File: src/rtl/color_fifo_if.sv
// Handshake bundle for color_fifo: producer side, consumer side, channel
// swap control and fill level. The master modport is the environment that
// feeds and drains the FIFO; the slave modport is the FIFO itself.
interface color_fifo_if #(
  parameter int CH    = 3,
  parameter int DW    = 8,
  parameter int DEPTH = 4
);
  localparam int WW = CH * DW;
  localparam int CW = $clog2(DEPTH) + 1;

  logic          in_valid;
  logic          in_ready;
  logic [WW-1:0] in_data;
  logic          out_valid;
  logic          out_ready;
  logic [WW-1:0] out_data;
  logic          swap;
  logic [CW-1:0] count;

  modport master (
    output in_valid,
    output in_data,
    output out_ready,
    output swap,
    input  in_ready,
    input  out_valid,
    input  out_data,
    input  count
  );

  modport slave (
    input  in_valid,
    input  in_data,
    input  out_ready,
    input  swap,
    output in_ready,
    output out_valid,
    output out_data,
    output count
  );
endinterface

File: src/rtl/color_fifo.sv
// color_fifo: synchronous FIFO of packed multi-channel pixel words.
// Words are stored untouched; the optional channel reversal is applied
// combinationally on the read side, so toggling swap never disturbs storage.
// Ready/valid are derived from registered state only, and an empty FIFO never
// falls a word through in the same cycle it is written.
module color_fifo #(
  parameter int CH    = 3,
  parameter int DW    = 8,
  parameter int DEPTH = 4
) (
  input logic clk,
  input logic rst,
  color_fifo_if.slave bus
);
  localparam int WW = CH * DW;
  localparam int AW = $clog2(DEPTH);
  localparam int CW = AW + 1;
  localparam logic [CW-1:0] DEPTH_C = CW'(DEPTH);
  localparam logic [CW-1:0] ZERO_C  = {CW{1'b0}};
  localparam logic [CW-1:0] ONE_C   = {{(CW-1){1'b0}}, 1'b1};
  localparam logic [AW-1:0] PTR_ONE = {{(AW-1){1'b0}}, 1'b1};
  localparam logic [AW-1:0] PTR_ZERO = {AW{1'b0}};

  // Reverse channel order: output channel k takes stored channel CH-1-k.
  function automatic logic [WW-1:0] swap_channels(input logic [WW-1:0] word);
    logic [WW-1:0] res;
    res = {WW{1'b0}};
    for (int k = 0; k < CH; k++) begin
      res[k*DW +: DW] = word[(CH-1-k)*DW +: DW];
    end
    return res;
  endfunction

  logic [WW-1:0] mem_r [DEPTH];
  logic [AW-1:0] wr_ptr_r;
  logic [AW-1:0] rd_ptr_r;
  logic [CW-1:0] count_r;

  logic          full_s;
  logic          empty_s;
  logic          in_ready_s;
  logic          out_valid_s;
  logic          push_s;
  logic          pop_s;
  logic [WW-1:0] head_s;
  logic [WW-1:0] out_data_s;

  // Flow-control flags from the registered fill level only.
  always_comb begin
    full_s      = (count_r == DEPTH_C);
    empty_s     = (count_r == ZERO_C);
    in_ready_s  = !rst && !full_s;
    out_valid_s = !rst && !empty_s;
    push_s      = bus.in_valid && in_ready_s;
    pop_s       = out_valid_s && bus.out_ready;
  end

  // Read-side data path: oldest word, optionally channel-reversed.
  always_comb begin
    head_s = mem_r[rd_ptr_r];
    if (bus.swap) begin
      out_data_s = swap_channels(head_s);
    end else begin
      out_data_s = head_s;
    end
  end

  // Pointer and fill-level bookkeeping; reset discards everything in flight.
  always_ff @(posedge clk) begin
    if (rst) begin
      wr_ptr_r <= PTR_ZERO;
      rd_ptr_r <= PTR_ZERO;
      count_r  <= ZERO_C;
    end else begin
      if (push_s) begin
        wr_ptr_r <= wr_ptr_r + PTR_ONE;
      end
      if (pop_s) begin
        rd_ptr_r <= rd_ptr_r + PTR_ONE;
      end
      case ({push_s, pop_s})
        2'b10:   count_r <= count_r + ONE_C;
        2'b01:   count_r <= count_r - ONE_C;
        default: count_r <= count_r;
      endcase
    end
  end

  // Storage array: written on accepted pushes only, needs no reset.
  always_ff @(posedge clk) begin
    if (push_s) begin
      mem_r[wr_ptr_r] <= bus.in_data;
    end
  end

  assign bus.in_ready  = in_ready_s;
  assign bus.out_valid = out_valid_s;
  assign bus.out_data  = out_data_s;
  assign bus.count     = count_r;
endmodule

File: src/flat_wrapper.sv
// flat-port wrapper written by rule: the top's interface ports become plain ports
module color_fifo_flat 
#(
  parameter int CH    = 3,
  parameter int DW    = 8,
  parameter int DEPTH = 4
)
  (clk, rst, bus_in_valid, bus_in_data, bus_out_ready, bus_swap, bus_in_ready, bus_out_valid, bus_out_data, bus_count);
  color_fifo_if #(.CH(CH), .DW(DW), .DEPTH(DEPTH)) bus_i ();
  input logic clk;
  input logic rst;
  input wire logic [$bits(bus_i.in_valid)-1:0] bus_in_valid;
  input wire logic [$bits(bus_i.in_data)-1:0] bus_in_data;
  input wire logic [$bits(bus_i.out_ready)-1:0] bus_out_ready;
  input wire logic [$bits(bus_i.swap)-1:0] bus_swap;
  output wire logic [$bits(bus_i.in_ready)-1:0] bus_in_ready;
  output wire logic [$bits(bus_i.out_valid)-1:0] bus_out_valid;
  output wire logic [$bits(bus_i.out_data)-1:0] bus_out_data;
  output wire logic [$bits(bus_i.count)-1:0] bus_count;
  assign bus_i.in_valid = bus_in_valid;
  assign bus_i.in_data = bus_in_data;
  assign bus_i.out_ready = bus_out_ready;
  assign bus_i.swap = bus_swap;
  assign bus_in_ready = bus_i.in_ready;
  assign bus_out_valid = bus_i.out_valid;
  assign bus_out_data = bus_i.out_data;
  assign bus_count = bus_i.count;
  color_fifo #(.CH(CH), .DW(DW), .DEPTH(DEPTH)) u_core (.clk(clk), .rst(rst), .bus(bus_i));
endmodule
File: config.mk
export PLATFORM = sky130hd
export DESIGN_NAME = color_fifo_flat
export DESIGN_NICKNAME = d
export VERILOG_FILES = /design/src/rtl/color_fifo_if.sv /design/src/rtl/color_fifo.sv /design/src/flat_wrapper.sv
export SDC_FILE = /design/constraint.sdc
export NUM_CORES = 1
export LEC_CHECK = 0
export ABC_CLOCK_PERIOD_IN_PS = 3400
export BUFFER_PORTS_ARGS = -buffer_cell sky130_fd_sc_hd__buf_2
export CAP_MARGIN = 20
export CORE_ASPECT_RATIO = 0.6
export CORE_MARGIN = 3
export CORE_UTILIZATION = 30
export DETAILED_ROUTE_END_ITERATION = 10
export PLACE_DENSITY = 0.44
export SLEW_MARGIN = 15
export SYNTH_ARGS = -nofsm -noshare
export SYNTH_HDL_FRONTEND = slang
export SYNTH_SLANG_ARGS = --single-unit
File: constraint.sdc
create_clock -name clk -period 3.4 [get_ports clk]
set_input_delay 0.34 -clock clk [delete_from_list [all_inputs] [get_ports clk]]
set_output_delay 0.34 -clock clk [all_outputs]
set_load 0.01 [all_outputs]
-- Word level (Yosys, flattened, before mapping)
Memory sizes are Yosys's and may differ from the RTL's. A register that Yosys moved wholly into a read port is not among the register bits.
Index checks and enable logic that the tools add are counted.
- input port bits: 29
- flip-flop bits (word level): 7
- logic and storage cells: 26
- memories kept: 1
- RAM bits: 96
- output and inout bits: 29
- memories (memory ; words ; bits a word ; rd ports ; clocked after Yosys merged registers in ; wr ports ; line ; RTL):
    u_core.mem_r ; 4 ; 24 ; 1 ; 1 ; 1 ; color_fifo.sv:34 ; logic [WW-1:0] mem_r [DEPTH];
- $add $sub $neg: 4
- multiplexer cells: 6
- reduce and logical (&&, ||, !) cells: 9
- eq/ne operators: 3
- operators with widths (cell ; count):
    2-to-1 mux 24 bit ; 1
    one-hot mux 3 bit (2 select lines) ; 1
    adder 2 x 1 -> 2 bit, second input constant ; 2
    logical AND 1 bit ; 4
    2-to-1 mux 2 bit ; 2
    adder 3 x 1 -> 3 bit, second input constant ; 1
    == test 3 bit, second input constant ; 1
    zero test 1 bit ; 3
    zero test 3 bit ; 1
    subtractor 3 x 1 -> 3 bit, second input constant ; 1
    == test 2 x 1 -> 1 bit, second input constant ; 1
    == test 2 bit, second input constant ; 1
    2-to-1 mux 1 bit ; 2
    nonzero test 2 bit ; 1

-- Longest topological paths before layout
Gate-level depths: netlist (run 1).
- depth in word-level cells: 6
- depth in mapped cells: 9

-- Least setup slack after synthesis (run 1)
Ideal clock, no wire load.
- kind: register -> register
- from: register u_core.count_r[2] (netlist: u_core.bus.count[2])
- to: register u_core.count_r[2] (netlist: u_core.bus.count[2])
- buffers on the path: 0
- data required time: 3329 ps
- path slack: 1284 ps
- arrival: 2045 ps
- cell stages (with the launch flop): 10
- cells stage by stage: dfxtp_1 nor3b_1 nor3b_2 inv_1 ha_1 inv_1 fa_1 xor2_1 or3_1 a21oi_1
- cells in the longest elaborated chain, start to end: 6
- RTL lines (what ; line ; RTL):
    start, declared ; color_fifo.sv:37 ; logic [CW-1:0] count_r;
    start signal, assigned ; color_fifo.sv:82 ; 2'b10: count_r <= count_r + ONE_C;
    start signal, assigned ; color_fifo.sv:83 ; 2'b01: count_r <= count_r - ONE_C;
    start signal, assigned ; color_fifo.sv:84 ; default: count_r <= count_r;
    == test 3 bit or zero test 3 bit (tied branches) ; color_fifo.sv:50, color_fifo.sv:51 ;
    zero test 1 bit, on equally long branches ; color_fifo.sv:52, color_fifo.sv:53 ;
    logical AND 1 bit, on equally long branches ; color_fifo.sv:52, color_fifo.sv:53 ;
    logical AND 1 bit, on equally long branches ; color_fifo.sv:54, color_fifo.sv:55 ;
    == test 2 x 1 -> 1 bit or == test 2 bit (tied branches) ; color_fifo.sv:81 ; case ({push_s, pop_s})
    one-hot mux 3 bit (2 select lines) or nonzero test 2 bit (tied branches) ; n/a ;
Parallel ways exist; a longest one is shown, timed or not.
A chain may end at the register's enable or synchronous reset.

==> results by group, run 1 <==
Critical path
  – Worst-path fanout max: 40
  – Worst reg-to-reg path cell count: 9
  – Startpoint types: flip-flop
  – Crit path capture: bus_out_data[17]
  – Worst Path Required: 3.06 ns
  – Worst Path Arrival: 1.99 ns
  – Reg2reg start: u_core.bus.count[2]$_SDFFE_PP0P_
  – R2r setup slk: roughly 1.2 ns
  – Worst setup EP type: primary output
  – Setup CP Type: reg2out
  – R2R Path End: u_core.bus.count[2]$_SDFFE_PP0P_

Place
  – Final GP Congestion: 0.6857
  – Area after DPL: roughly 5000 um^2
  – Input/output buffers: 57
  – Hpwl dp: roughly 5700 um

Finish
  – ANT cells: 0
  – Filler cell count: around 1400
  – Share of cells above drive strength 1: between 40% and 50%
  – Layout overhead on the synthesized area: 18.74%
  – Post-route cell area: about 5400 um^2
  – Nets@finish: 311

Run status
  – Status: completed

GRT
  – Largest net degree at the start of global routing: 41
  – Initial antenna violation count: 0
  – Global Route Usage Sum: approximately 11%
  – Vias in the first global route: approximately 2400
  – Total gr overflow: 0
  – First-pass GRT wire length: about 14000 um

Power and ir drop
  – VDD IR max: 0.2190 mV
  – Leakage power: 1.782 nW
  – Pwr/cell area: 553.2 nW/um^2
  – Power consumption: 2.969 mW

CTS
  – Hold buffer count at CTS: 0
  – H-tree levels: 3
  – Post-CTS Setup Bufs: 0
  – Skew-Pair Late Insertion Delay: 0.34 ns
  – CTS tree: yes
  – Num CTS Buffers: 9
  – Post-CTS sizing: 0
  – Clk slew on worst S/H paths: 0.07 ns
  – Clk root buf: clkbuf_16
  – Maximum clock insertion buffer count: 2
  – Clock sink count: 105

Detailed routing
  – Starting DRT DRC Count: 147
  – DR pass1 iterations: 4
  – DR WL/cell: 17.95 um
  – # DRC: 0
  – Via-per-instance ratio: 4.692
  – Antenna viol nets, final: 0
  – Vias: 2243
  – Final wirelength: 8581 um

Yosys
  – Syn. warnings: 0
  – Top cell type by total area after synthesis: edfxtp_1
  – Cells after Synth: 214
  – Largest cells by area after synthesis: edfxtp_1 64%, mux4_2 18%, mux2_2 4.2%
  – Yosys cell types: 26
  – Syn avg cell area: 21.12 um^2
  – Synthesized area: 4519 um^2
  – Synth top area share: 63.79%
  – Sequential area share after synthesis: 67.77%
  – Mapped Nets: 249
  – Seq cells post-synth: 105

Hold path
  – Worst min path class: in2reg

Timing
  – Max Slew Vio Count: 0
  – RSZ-0062 raised after global routing: false
  – Worst Max-Slew Pin Slew: 0.7406 ns
  – TNS Setup: 0 ns
  – Fin. Hold Viols: 0
  – Slew margin rel.: 50.63%
  – Worst Skew: 0.007426 ns
  – Fmax: 429.5 MHz
  – Endpoints failing setup: 0
  – Tcrit/Tclk final: 68.48%
  – Post-layout min period: 2.328 ns

Floorplan
  – Core area: 14590 um^2
  – Die H: 101.1 um
  – Ports: 58
  – Row cnt: 34
  – Initial Util: 30.97%
  – Die W: 164.5 um
  – Die area: 16620 um^2

Job
  – MaxCap Viol Count: 0
-- cells in the mapped netlist --
| cell type | count |
|---|---|
| a21oi_1 | 2 |
| and2_1 | 4 |
| buf_1 | 3 |
| buf_2 | 3 |
| buf_4 | 1 |
| buf_6 | 3 |
| clkbuf_1 | 1 |
| dfxtp_1 | 9 |
| edfxtp_1 | 96 |
| fa_1 | 1 |
| ha_1 | 5 |
| inv_1 | 6 |
| mux2_2 | 17 |
| mux2i_1 | 1 |
| mux4_1 | 3 |
| mux4_2 | 37 |
| nand2b_1 | 1 |
| nor2_1 | 10 |
| nor3_1 | 1 |
| nor3b_1 | 1 |
| nor3b_2 | 1 |
| o21ai_0 | 1 |
| o311ai_0 | 1 |
| o31ai_1 | 1 |
| or3_1 | 1 |
| xor2_1 | 4 |
-- through the flow --
stage,setup WS (ns),instances,utilization [%],hold WS [ns]
after floorplan,1.284,214,-,0.4389
after global placement,1.224,463,34.50,0.5254
after detailed placement,1.156,463,34.50,0.5172
after CTS,1.018,478,36.78,0.2067
after global routing,0.9604,478,36.78,0.2082
final,1.072,478,36.78,0.2196
-- flip-flops by register name (all words and copies together) (netlist names), named ones only --
register and cells:
u_core.mem_r 96, u_core.rd_ptr_r 2, u_core.bus.count 3, u_core.wr_ptr_r 2
-- critical path: stages (launching register included) --
cell and delay (ns):
dfxtp_2 0.34, buf_12 0.29, mux4_1 0.59, mux2_2 0.28, buf_2 0.14
-- cell type report --
class	count	area (um^2)	area share, %
Clock buffer	9	225.2	4.197
Clock inverter	6	107.6	2.005
Inverter	6	22.52	0.4197
Multi-Input combinational cell	92	1363	25.39
Sequential cell	105	3065	57.12
Tap cell	198	247.7	4.616
Timing Repair Buffer	62	335.3	6.249
-- power by group --
group	internal, mW	leakage (nW)	total (mW)	switching [mW]
sequential	1.46	0.946	1.51	0.0465
clock	0.712	0.163	1.14	0.427
combinational	0.167	0.673	0.319	0.152
-- layer usage --
metal	vias up	wire [um]	GRT usage (%)	part of all wire [%]
met1	1163	4431	16.62	52
met4	0	79	2.513	0.92
met3	9	490	4.105	5.7
li1	1007	-	-	-
met5	-	0	0	0
met2	64	3579	15.67	42
-- worst min-delay path by stage --
stage          cells after the start                         endpoint                       startpoint  slack (ns)
2_1_floorplan                      0     u_core.mem_r[0][0]$_DFFE_PP_                   bus_in_data[0]        0.44
3_3_place_gp                       2  u_core.rd_ptr_r[0]$_SDFFE_PP0P_  u_core.rd_ptr_r[0]$_SDFFE_PP0P_        0.53
3_5_place_dp                       1  u_core.wr_ptr_r[0]$_SDFFE_PP0P_  u_core.wr_ptr_r[0]$_SDFFE_PP0P_        0.52
4_1_cts                            1    u_core.mem_r[0][14]$_DFFE_PP_                  bus_in_data[14]        0.21
5_1_grt                            1    u_core.mem_r[0][12]$_DFFE_PP_                  bus_in_data[12]        0.21
6_report                           1    u_core.mem_r[0][14]$_DFFE_PP_                  bus_in_data[14]        0.22
-- kinds of logic after synthesis --
kind of cell,Yosys count,share of synthesized area [%]
flops,105,67.77
mux,58,24.64
simple gates,19,2.215
buf+inv,17,2.076
fa+ha+maj,6,1.827
compound gates,5,0.6921
xor+xnor,4,0.7751
-- layout by cell type (no fill, tap or decap), types with 2 or more instances in the layout --
cell,synthesis,layout
a21oi_1,2,2
nor2_1,10,10
ha_1,5,5
buf_4,1,4
bufinv_16,0,3
mux4_2,37,37
inv_1,6,6
edfxtp_1,96,96
and2_1,4,4
dfxtp_2,0,2
dfxtp_1,9,7
buf_2,3,57
mux4_1,3,3
xor2_1,4,4
mux2_2,17,17
clkbuf_16,0,9
No activity file was read; power rests on OpenSTA's default activity.
==> run 2, diff against run 1 <==
--- a/config.mk
+++ b/config.mk
@@ -5,14 +5,14 @@
 export SDC_FILE = /design/constraint.sdc
 export NUM_CORES = 1
 export LEC_CHECK = 0
-export ABC_CLOCK_PERIOD_IN_PS = 3400
+export ABC_CLOCK_PERIOD_IN_PS = 1900
 export BUFFER_PORTS_ARGS = -buffer_cell sky130_fd_sc_hd__buf_2
 export CAP_MARGIN = 20
 export CORE_ASPECT_RATIO = 0.6
 export CORE_MARGIN = 3
 export CORE_UTILIZATION = 30
 export DETAILED_ROUTE_END_ITERATION = 10
-export PLACE_DENSITY = 0.44
+export PLACE_DENSITY = 0.46
 export SLEW_MARGIN = 15
 export SYNTH_ARGS = -nofsm -noshare
 export SYNTH_HDL_FRONTEND = slang
==> constraint.sdc (replaced) <==
create_clock -name clk -period 1.9 [get_ports clk]
set_input_delay 0.19 -clock clk [delete_from_list [all_inputs] [get_ports clk]]
set_output_delay 0.19 -clock clk [all_outputs]
set_load 0.01 [all_outputs]
==> run 2 against run 1 <==
The run now ends with negative setup slack left. Highest routed layer unchanged. Critical path type unchanged. Cell area increased by 8.9%. First-iteration DRC count increased by 14%. Combinational power increased by 150%. Via count increased by 7.7%. Sequential cell count unchanged.
==> results by group, run 2 (synthesis gave the netlist of run 1 again) <==
Hold path
  – Hold_sp: bus_in_data[7]
  – Hold Path Sink: u_core.mem_r[2][7]$_DFFE_PP_
  – Worst min path class: in2reg
  – WHS Path Cells: 1 (unchanged)

Critical path
  – Worst setup EP type: primary output
  – CP max-delay cell: mux4_2
  – R2r setup slk: 0.01 ns (-1.17 ns)
  – Kind of cell adding the most delay to the critical path: multiplexers
  – Reg2reg start: u_core.bus.count[1]$_SDFFE_PP0P_
  – Worst reg-to-reg path cell count: 9 (unchanged)
  – Worst Path Arrival: 1.90 ns (-0.09 ns)
  – Slowest Stage Delay on Critical Path: 0.50 ns (-0.09 ns)
  – CP cell instances: buf_4 -> buf_12 -> mux4_2 -> mux2_4 -> buf_6
  – Setup CP Type: reg2out
  – Worst Path Required: 1.71 ns (-1.35 ns)
  – R2R Path End: u_core.bus.count[2]$_SDFFE_PP0P_
  – Startpoint types: flip-flop
  – Worst-path fanout max: 8 (-80%)
  – Buffers and inverters on the worst path: 3 (+1)

Timing
  – Fin. Hold Viols: 0 (unchanged)
  – RSZ-0062 raised after global routing: true
  – Endpoints failing setup: 16 (+16)
  – Slew margin rel.: 72.05% (+21 points)
  – Tcrit/Tclk final: 110.1%
  – Smallest hold slack: 0.05953 ns (-0.1601 ns)
  – Worst Max-Slew Pin Slew: 0.4139 ns (-0.3267 ns)
  – Worst Slack Setup Final: -0.1913 ns (-1.263 ns)
  – Post-layout min period: 2.091 ns
  – Fmax: 478.2 MHz
  – Max Slew Vio Count: 0 (unchanged)
  – Worst Skew: 0.004981 ns (-0.002445 ns)

CTS
  – Hold buffer count at CTS: 0 (unchanged)
  – Num CTS Buffers: 9 (unchanged)
  – Clock sink count: 105 (unchanged)
  – Clk root buf: clkbuf_16
  – Skew-Pair Late Insertion Delay: 0.34 ns (about the same)
  – CTS tree: yes
  – Maximum clock insertion buffer count: 2 (unchanged)
  – H-tree levels: 3 (unchanged)
  – Clk slew on worst S/H paths: 0.07 ns (about the same)

Detailed routing
  – DR WL/cell: 17.36 um (-3.3%)
  – Vias: 2416 (+7.7%)
  – Antenna viol nets, final: 0 (unchanged)
  – Via-per-instance ratio: 4.728 (+0.76%)
  – # DRC: 0 (unchanged)
  – Starting DRT DRC Count: 168 (+14%)
  – Final wirelength: 8869 um (+3.4%)
  – DR pass1 iterations: 4 (unchanged)

Place
  – Area after DPL: 5263 um^2 (+4.5%)
  – Cells after DPL: 481 (+3.9%)
  – Hpwl dp: 5916 um (+4.3%)
  – Final GP Congestion: 0.6951 (+1.4%)
  – Input/output buffers: 57 (unchanged)

Finish
  – Largest register by flop count: u_core.mem_r
  – Commonest cells after routing, fill and taps aside: 96 x edfxtp_1, 42 x buf_2, 40 x mux4_2
  – Final core area utilization: 40.06% (+3.3 points)
  – Most common cell after layout, fill and taps aside: edfxtp_1
  – Storage cell area: 3082 um^2 (+0.53%)
  – Finished Layout Cells: 511 (+6.9%)
  – Area of the multi-input gates: 1434 um^2 (+5.2%)
  – ANT cells: 0 (unchanged)
  – Layout overhead on the synthesized area: 29.35%
  – Post-route cell area: 5846 um^2 (+8.9%)
  – Share of cells above drive strength 1: 56.87% (+9.4 points)
  – Filler cell count: 1318 (-2.6%)
  – Nets@finish: 343 (+10%)
  – Largest register FFs: 96 (unchanged)

GRT
  – Initial antenna violation count: 0 (unchanged)
  – Largest net degree at the start of global routing: 33 (-20%)
  – Global Route Usage Sum: 11.47% (+0.27 points)
  – First-pass GRT wire length: 13900 um (+1.4%)
  – Vias in the first global route: 2511 (+5.9%)
  – Total gr overflow: 0 (unchanged)

Power and ir drop
  – Pwr/cell area: 912.8 nW/um^2 (+65%)
  – Leakage power: 2.022 nW (+13%)
  – Power consumption: 5.336 mW (+80%)
  – VDD IR max: 0.3670 mV (+68%)

Floorplan
  – Initial Util: 30.97% (unchanged)
  – Die area: 16620 um^2 (unchanged)
  – Die H: 101.1 um (unchanged)
  – Core area: 14590 um^2 (unchanged)
  – Die W: 164.5 um (unchanged)
  – Row cnt: 34 (unchanged)
  – Ports: 58 (unchanged)

Run status
  – Failing checks: negative setup slack
  – Status: finished, violations left

Job
  – MaxCap Viol Count: 0 (unchanged)
run 2: cell types whose count changed in the layout (fill, tap and decap cells not counted), sizes merged:
cell      change
clkinvlp      +1
buf          +32
inv           +2
bufinv        -2
run 2: final cells by class:
class,count,share of cell area [%]
timing repair buffer,94,12.93
clock inverter,7,1.348
sequential,105,52.72
tap,198,4.238
inverter,6,0.3853
multi-input combinational,92,24.53
clock buffer,9,3.853
run 2: per-layer routing:
metal	share of wire (%)	GRT usage (%)	vias up	routed length, um
li1	-	-	1076	-
met1	49	16.21	1262	4314
met2	45	16.62	68	3957
met3	5.9	4.146	10	525
met4	0.79	3.479	0	70
met5	0	0	-	0
run 2: how the worst max path moves through the flow:
stage / startpoint / to / slack (ns) / cells after the start
floorplan: u_core.bus.count[1]$_SDFFE_PP0P_ / u_core.bus.count[2]$_SDFFE_PP0P_ / 0.002 / 9
global placement: u_core.bus.count[1]$_SDFFE_PP0P_ / u_core.bus.count[2]$_SDFFE_PP0P_ / 0.02 / 9
detailed placement: u_core.bus.count[1]$_SDFFE_PP0P_ / u_core.bus.count[2]$_SDFFE_PP0P_ / -0.04 / 9
CTS: flip-flop / bus_out_data[23] / -0.21 / 5
global route: flip-flop / bus_out_data[6] / -0.26 / 5
finish: flip-flop / bus_out_data[21] / -0.19 / 5
run 2: repair_timing:
| item | CTS | global route |
|---|---|---|
| setup buffers | 14 | 1 |
| gates cloned | 2 | 0 |
| pin swaps | 3 | 2 |
| gates resized for setup | 37 | 6 |
| endpoints found under the setup margin | 25 | 20 |
run 2: through the flow:
| stage | setup slack, ns | setup TNS, ns |
|---|---|---|
| finish | -0.1913 | -2.474 |
| global route | -0.2614 | -3.982 |
| CTS | -0.2106 | -3.286 |
| detailed placement | -0.04479 | -0.04479 |
| global placement | 0.01869 | 0 |
| floorplan | 0.002497 | 0 |
run 2: worst register-to-register path: stages, from the launching register on:
cell,delay (ns)
dfxtp_4,0.36
nor3b_4,0.25
nor3b_4,0.07
inv_2,0.07
ha_4,0.13
inv_2,0.03
fa_2,0.32
xor2_1,0.15
or3_1,0.31
a21oi_1,0.12
run 2: report_power, final:
part | switching (mW) | total (mW) | leakage [nW] | internal [mW]
registers | 0.0688 | 2.69 | 0.949 | 2.62
clock network | 0.815 | 1.85 | 0.146 | 1.03
logic | 0.333 | 0.797 | 0.927 | 0.464
==> run 3, diff against run 2 <==
--- a/config.mk
+++ b/config.mk
@@ -5,14 +5,14 @@
 export SDC_FILE = /design/constraint.sdc
 export NUM_CORES = 1
 export LEC_CHECK = 0
-export ABC_CLOCK_PERIOD_IN_PS = 1900
+export ABC_CLOCK_PERIOD_IN_PS = 2300
 export BUFFER_PORTS_ARGS = -buffer_cell sky130_fd_sc_hd__buf_2
 export CAP_MARGIN = 20
 export CORE_ASPECT_RATIO = 0.6
 export CORE_MARGIN = 3
 export CORE_UTILIZATION = 30
 export DETAILED_ROUTE_END_ITERATION = 10
-export PLACE_DENSITY = 0.46
+export PLACE_DENSITY = 0.44
 export SLEW_MARGIN = 15
 export SYNTH_ARGS = -nofsm -noshare
 export SYNTH_HDL_FRONTEND = slang
==> constraint.sdc (replaced) <==
create_clock -name clk -period 2.3 [get_ports clk]
set_input_delay 0.23 -clock clk [delete_from_list [all_inputs] [get_ports clk]]
set_output_delay 0.23 -clock clk [all_outputs]
set_load 0.01 [all_outputs]
==> run 3 against run 2 <==
The flow now finishes without violations. First-iteration DRC count shrank 29%. Sequential share of layout area is 3.3 points higher. Register-to-register slack gained 0.21 ns. Cell area is 6.3% lower. Wire length fell by 5.2%. Clock-buffer cell count did not move. Via count fell by 6.0%. Utilization decreased by 2.5 points. Critical path type unchanged. Critical endpoint is now bus_out_data[3]. Largest power group unchanged. Highest routed layer unchanged.
==> results by group, run 3 (synthesis gave the netlist of run 1 again) <==
Power and ir drop
  – VDD IR max: 0.2993 mV (-18%)
  – Power consumption: 4.287 mW (-20%)
  – Pwr/cell area: 782.8 nW/um^2 (-14%)
  – Leakage power: 1.839 nW (-9.1%)

Floorplan
  – Ports: 58 (unchanged)
  – Initial Util: 30.97% (unchanged)
  – Die area: 16620 um^2 (unchanged)
  – Core area: 14590 um^2 (unchanged)
  – Row cnt: 34 (unchanged)
  – Die W: 164.5 um (unchanged)
  – Die H: 101.1 um (unchanged)

Timing
  – RSZ-0062 raised after global routing: false
  – Fmax: 458.4 MHz
  – Endpoints failing setup: 0 (-16)
  – Max Slew Vio Count: 0 (unchanged)
  – Worst Skew: 0.006947 ns (+0.001966 ns)
  – TNS Setup: 0 ns (+2.474 ns)
  – Slew margin rel.: 59.30% (-13 points)
  – Worst Max-Slew Pin Slew: 0.6104 ns (+0.1965 ns)
  – Worst Slack Setup Final: 0.1186 ns (+0.3100 ns)
  – Post-layout min period: 2.181 ns
  – Fin. Hold Viols: 0 (unchanged)
  – Tcrit/Tclk final: 94.84%

Critical path
  – Worst Path Arrival: 1.95 ns (+0.05 ns)
  – CP cell instances: buf_12 -> mux4_1 -> mux2_2 -> buf_2
  – Setup CP Type: reg2out
  – Worst-path fanout max: 16 (+8)
  – Slowest Stage Delay on Critical Path: 0.57 ns (+0.07 ns)
  – Kind of cell adding the most delay to the critical path: multiplexers
  – Worst setup EP type: primary output
  – Buffers and inverters on the worst path: 2 (-1)
  – Worst Path Required: 2.07 ns (+0.36 ns)
  – CP max-delay cell: mux4_1
  – Startpoint types: flip-flop

GRT
  – Global Route Usage Sum: 10.91% (-0.56 points)
  – Total gr overflow: 0 (unchanged)
  – Initial antenna violation count: 0 (unchanged)
  – Vias in the first global route: 2391 (-4.8%)
  – Largest net degree at the start of global routing: 33 (unchanged)
  – First-pass GRT wire length: 13320 um (-4.2%)

Place
  – Placement Setup Slack: 0.1015 ns (+0.1463 ns)
  – Input/output buffers: 57 (unchanged)
  – Final GP Congestion: 0.7140 (+2.7%)
  – Hpwl dp: 5752 um (-2.8%)
  – Area after DPL: 5146 um^2 (-2.2%)
  – Cells after DPL: 473 (-1.7%)

Run status
  – Status: completed

CTS
  – Clk slew on worst S/H paths: 0.07 ns (about the same)
  – Clk root buf: clkbuf_16
  – Num CTS Buffers: 9 (unchanged)
  – Skew-Pair Late Insertion Delay: 0.34 ns (about the same)
  – H-tree levels: 3 (unchanged)
  – CTS tree: yes
  – Maximum clock insertion buffer count: 2 (unchanged)
  – Clock sink count: 105 (unchanged)

Finish
  – Most common cell after layout, fill and taps aside: edfxtp_1
  – Largest register FFs: 96 (unchanged)
  – Post-route cell area: 5477 um^2 (-6.3%)
  – Share of cells above drive strength 1: 50.17% (-6.7 points)
  – Nets@finish: 321 (-6.4%)
  – Area of the multi-input gates: 1374 um^2 (-4.2%)
  – Layout overhead on the synthesized area: 21.18%
  – Finished Layout Cells: 490 (-4.1%)
  – Largest register by flop count: u_core.mem_r
  – Filler cell count: 1344 (+2.0%)
  – Commonest cells after routing, fill and taps aside: 96 x edfxtp_1, 57 x buf_2, 37 x mux4_2
  – Storage cell area: 3068 um^2 (-0.45%)

Detailed routing
  – Via-per-instance ratio: 4.637 (-1.9%)
  – Final wirelength: 8406 um (-5.2%)
  – DR WL/cell: 17.16 um (-1.2%)
  – Starting DRT DRC Count: 119 (-29%)
  – # DRC: 0 (unchanged)
  – Antenna viol nets, final: 0 (unchanged)
  – DR pass1 iterations: 4 (unchanged)
  – Vias: 2272 (-6.0%)

Hold path
  – Worst min path class: in2reg

Job
  – MaxCap Viol Count: 0 (unchanged)
## run 3: cell count changes in the layout (fill, tap and decap cells not counted), sizes merged
cell,before,now
clkinvlp,1,0
buf,94,72
inv,8,9
diode,0,1
## run 3: path summary, 6_finish.rpt
kind	from	end	slack, ns	cells after the start
worst max-delay path	flip-flop	bus_out_data[3]	0.12	4
worst max register to register	u_core.bus.count[2]$_SDFFE_PP0P_	u_core.bus.count[2]$_SDFFE_PP0P_	0.22	9
worst min-delay path	bus_in_data[21]	u_core.mem_r[2][21]$_DFFE_PP_	0.09	1
worst min register to register	u_core.rd_ptr_r[1]$_SDFFE_PP0P_	u_core.rd_ptr_r[1]$_SDFFE_PP0P_	0.53	2
## run 3: repair_timing
action                                  in CTS  in global routing
resized for setup                            1                  2
setup buffers                                0                  0
hold buffers                                 0                  0
endpoints found under the setup margin       1                  1
gates cloned                                 0                  0
## run 3: power breakdown
group          internal [mW]  switching, mW  leakage [nW]
logic                  0.270          0.237         0.737
clock network          0.868          0.688         0.155
registers               2.16         0.0626         0.947
total                   3.30          0.987          1.84
## run 3: area by class of cell
type,instances,share of cell area (%)
diodes,1,0.04569
clock buffers,9,4.112
clock inverters,7,1.622
inverters,6,0.4112
multi-input cells,92,25.09
flip-flops and latches,105,56.02
well taps,198,4.524
repair buffers,72,8.179
## run 3: metrics by stage
stage	hold slack, ns	util [%]
6_report	0.09489	37.53
5_1_grt	0.08529	37.52
4_1_cts	0.07762	37.44
3_5_place_dp	0.4492	35.27
3_3_place_gp	0.4471	35.27
2_1_floorplan	0.3289	-
## run 3: layer usage
layer,part of all wire (%),wire length [um],vias to the layer above,global-route usage (%)
met2,46,3898,70,16.49
met5,0,0,-,0
met4,0.93,78,0,3.673
met1,46,3839,1156,14.71
li1,-,-,1039,-
met3,7.0,590,7,3.900
